[src/rtl/i_deser_word_pkg.sv]
// Shared definitions for the word deserializer and the matching serializer.
package i_deser_word_pkg;

  typedef enum logic [1:0] {
    FILL = 2'd0,
    RUN  = 2'd1,
    LOCK = 2'd2
  } deser_state_e;

  localparam int WIDTH_MIN = 3;
  localparam int WIDTH_MAX = 10;

  function automatic bit width_ok(input int w);
    return (w >= WIDTH_MIN) && (w <= WIDTH_MAX);
  endfunction

endpackage

[src/rtl/i_deser_word.sv]
// Serial-to-parallel deserializer, MSB first, with bitslip word alignment and
// a registered one-cycle DATA_VALID strobe per emitted word.
module i_deser_word
  import i_deser_word_pkg::*;
#(
  parameter int WIDTH = 4
) (
  input  logic             C,
  input  logic             R,
  input  logic             D,
  input  logic             E,
  input  logic             BITSLIP,
  output logic [WIDTH-1:0] Q,
  output logic             DATA_VALID
);

  if (!width_ok(WIDTH)) begin : g_bad_width
    $error("i_deser_word: WIDTH %0d outside %0d..%0d", WIDTH, WIDTH_MIN, WIDTH_MAX);
  end

  localparam int CW = $clog2(WIDTH);
  localparam int LW = $clog2(2 * WIDTH);
  localparam logic [CW-1:0] CNT_LAST = CW'(WIDTH - 1);
  localparam logic [LW-1:0] LK_LAST  = LW'(2 * WIDTH - 1);

  logic [WIDTH-1:0] sr;
  logic [WIDTH-1:0] sr_nxt;
  logic [CW-1:0]    cnt;
  logic [LW-1:0]    lk;
  deser_state_e     state;
  logic             word_done;

  assign sr_nxt    = {sr[WIDTH-2:0], D};
  assign word_done = (cnt == CNT_LAST);

  always_ff @(posedge C or negedge R) begin
    if (!R) begin
      sr         <= '0;
      cnt        <= '0;
      lk         <= '0;
      state      <= FILL;
      Q          <= '0;
      DATA_VALID <= 1'b0;
    end else begin
      DATA_VALID <= 1'b0;
      if (E) begin
        sr <= sr_nxt;
        case (state)
          FILL: begin
            if (word_done) begin
              Q          <= sr_nxt;
              DATA_VALID <= 1'b1;
              cnt        <= '0;
              state      <= RUN;
            end else begin
              cnt <= cnt + 1'b1;
            end
          end
          RUN: begin
            // A slip bit enters sr but not cnt, pushing the boundary out one bit.
            if (BITSLIP) begin
              lk    <= '0;
              state <= LOCK;
            end else if (word_done) begin
              Q          <= sr_nxt;
              DATA_VALID <= 1'b1;
              cnt        <= '0;
            end else begin
              cnt <= cnt + 1'b1;
            end
          end
          LOCK: begin
            if (word_done) begin
              Q          <= sr_nxt;
              DATA_VALID <= 1'b1;
              cnt        <= '0;
            end else begin
              cnt <= cnt + 1'b1;
            end
            if (lk == LK_LAST) state <= RUN;
            else               lk    <= lk + 1'b1;
          end
          default: state <= FILL;
        endcase
      end
    end
  end

`ifdef I_DESER_WORD_TIMING_CHECKS
  specify
    (posedge C *> Q)          = 0;
    (posedge C => DATA_VALID) = 0;
    (negedge R *> Q)          = 0;
    (negedge R => DATA_VALID) = 0;
    $setuphold(posedge C &&& R, D,       0, 0);
    $setuphold(posedge C &&& R, E,       0, 0);
    $setuphold(posedge C &&& R, BITSLIP, 0, 0);
  endspecify
`endif

endmodule

[config.mk]
export PLATFORM = sky130hd
export DESIGN_NAME = i_deser_word
export DESIGN_NICKNAME = d
export VERILOG_FILES = /design/src/rtl/i_deser_word_pkg.sv /design/src/rtl/i_deser_word.sv
export SDC_FILE = /design/constraint.sdc
export NUM_CORES = 1
export LEC_CHECK = 0
export ABC_AREA = 0
export CORE_UTILIZATION = 30
export CTS_CLUSTER_DIAMETER = 200
export DETAILED_ROUTE_END_ITERATION = 7
export DONT_BUFFER_PORTS = 1
export SLEW_MARGIN = 5
export SYNTH_ARGS = -nofsm -noshare
export SYNTH_HDL_FRONTEND = slang
export SYNTH_SLANG_ARGS = --single-unit
[constraint.sdc]
create_clock -name C -period 2.3 [get_ports C]
set_clock_uncertainty 0.1 [all_clocks]
set_input_delay 0.69 -clock C [delete_from_list [all_inputs] [get_ports C]]
set_output_delay 0.69 -clock C [all_outputs]
set_load 0.01 [all_outputs]
==> reports/metrics.yaml <==
worst_setup_path:
  path_buf_inv: 0
  cp_top_family: "adder cells"
  crit_arrival_ps: 1810
  max_stage_delay_ps: 410
  cpMaxStageDelayCell: "dfrtp_1"
  cp.required_ps: 2380
  cp-start-kind: "register"
  critPathCaptureType: "register"
  crit_chain: "ha_1, ha_1, o32a_1, mux2_4"
  reg2reg_from: "lk[0]$_DFFE_PN0P_"
  crit_top_cell: "ha_1"
  crit_start: "lk[0]$_DFFE_PN0P_"
  crit_fanout: 3
  crit_type: "reg2reg"
placement:
  port_buffers: 0
  place.gp.congestion: 0.663
  placed_area_um2: 697
  dp_hpwl_um: 734
cells_and_area:
  n_fill_cell: 199
  syn_to_final_growth_pct: 9.89
  drive_gt1_share_pct: 26.3
  final_common_cell: "dfrtp_1"
  final_cell_mix: "dfrtp_1 (15), mux2_2 (10), nand2_1 (6), o21ai_0 (4)"
  final_area_um2: 737
  register_area_um2: 375
  multiInputGateArea_um2: 277
  nets: 66
  num_antenna_cells: 0
clock_tree:
  cts_sinks: 15
  holdBufCountCts: 1
  numCtsBuffers: 3
  cts.path.max_buffers: 2
  cts_root_buf: "clkbuf_4"
  path_clk_slew_ps: 100
  htreeDepth: 1
  cts_tree: "done"
  insertion_delay_ps: 290
  cts_resized: 0
  post_cts_buffers: 0
detailed_routing:
  drt_iter0_drc: 3
  postRouteAntennaNets: 0
  vias: 403
  drt-wirelength-per-cell_um: 12.1
  drt-total-wl_mm: 1.02
  first_pass_iters: 2
  vias_per_cell: 4.80
  drc: 0
timing:
  fin_crit_sh_pct: 75.5
  slew-limit-headroom_pct: 54.2
  finalHoldViolCount: 0
  setup_viol: 0
  max_freq_ghz: 0.576
  final.setup.tns_ps: 0
  slew_violations: 0
  rsz0062_at_grt: "false"
  tightest_slew_ps: 684
  period_minus_slack_ps: 1740
global_route:
  first_global_vias: 393
  grt_max_degree: 16
  grt_pass1_wl_mm: 1.76
  grtUsageTotal_pct: 9.99
  antenna_found_initial: 0
  overflow: 0
power:
  peakVddDrop_uv: 337
  power.density_nw_per_um2: 1140
  cellLeakagePower_nw: 0.340
die:
  core_um2: 2020
  pin_count: 10
  fp.dieH_um: 49.3
  die_w_um: 49.3
  start_util_pct: 33.2
  fp.dieArea_um2: 2430
  rows: 16
synth:
  syn_inst: 53
  syn_nets: 61
  ys_seq_elements: 15
  synth_cell_types: 14
  synth-seq-area-share_pct: 56.0
  synth_area_um2: 671
  avgSynthCellArea_um2: 12.7
  synth_warnings: 0
status:
  outcome: "finished clean"
worst_hold_path:
  hp-start: "sr[2]$_DFFE_PN0P_"
  hp-class: "reg2reg"
job:
  maxCapViolations: 0
cells in the mapped netlist (all sizes together):
master,count,area (um2)
buf,1,7.51
o21ai,4,20.0
nand3,2,10.0
inv,3,11.3
ha,3,37.5
mux2i,2,20.0
o32a,1,10.0
mux2,11,128
nor2,1,3.75
nand2,6,22.5
nor2b,3,18.8
a31oi,1,6.26
dfrtp,15,375
where the power goes:
group	total (mW)	internal, mW	switching (mW)
Combinational	0.222	0.134	0.0881
Sequential	0.458	0.362	0.0962
Clock	0.159	0.0661	0.0925
Total	0.839	0.562	0.277
layer usage:
| layer | track usage (%) | share of wire (%) |
|---|---|---|
| met5 | 0 | 0 |
| met4 | 8.82 | 1.7 |
| met3 | 4.67 | 6.9 |
| met2 | 13.9 | 43 |
| met1 | 11.2 | 48 |
layout make-up:
cell class,instances,area share (%)
clock inverters,1,1.02
clock buffers,3,3.06
well taps,27,4.58
repair buffers,1,1.36
multi-input cells,34,37.5
flip-flops and latches,15,50.9
inverters,3,1.53
state kept, by name, summed over array words and instances (netlist names):
signal and flops:
DATA_VALID 1, Q 4, lk 3, cnt 2
sr 3, state 2
through the flow:
step | cells | utilization (%) | hold WS [ps] | setup slack (ps) | total power, mW
floorplan | 53 | - | 294 | 621 | 0.639
global placement | 79 | 34.5 | 295 | 574 | 0.673
detailed placement | 79 | 34.5 | 295 | 574 | 0.684
CTS | 84 | 36.4 | 416 | 556 | 0.849
global route | 84 | 36.4 | 427 | 490 | 0.905
finish | 84 | 36.4 | 415 | 564 | 0.839
worst reg2reg max path, stage by stage (launching register included):
cell     delay [ps]
dfrtp_1         410
ha_1            210
ha_1            200
o32a_1          400
mux2_4          310
final timing paths:
path                                              to  slack [ps]  cells past startpoint
worst max register to register     lk[0]$_DFFE_PN0P_         560                      4
worst min-delay path               sr[2]$_DFFE_PN0P_         410                      1
worst max-delay path               lk[0]$_DFFE_PN0P_         560                      4
min in group asynchronous       DATA_VALID$_DFF_PN0_         770                      1
worst min register to register     sr[2]$_DFFE_PN0P_         410                      1
max in group asynchronous          lk[0]$_DFFE_PN0P_         890                      1
cell families after synthesis:
family                   Yosys count  share of synthesized area, %
AND/OR/NAND/NOR                   12                          8.21
buffers and inverters              4                          2.80
adder cells (fa/ha/maj)            3                          5.60
multiplexers                      13                          22.0
flip-flops                        15                          56.0
AO/OA/AOI/OAI                      6                          5.41
No activity file was read; power rests on OpenSTA's default activity.
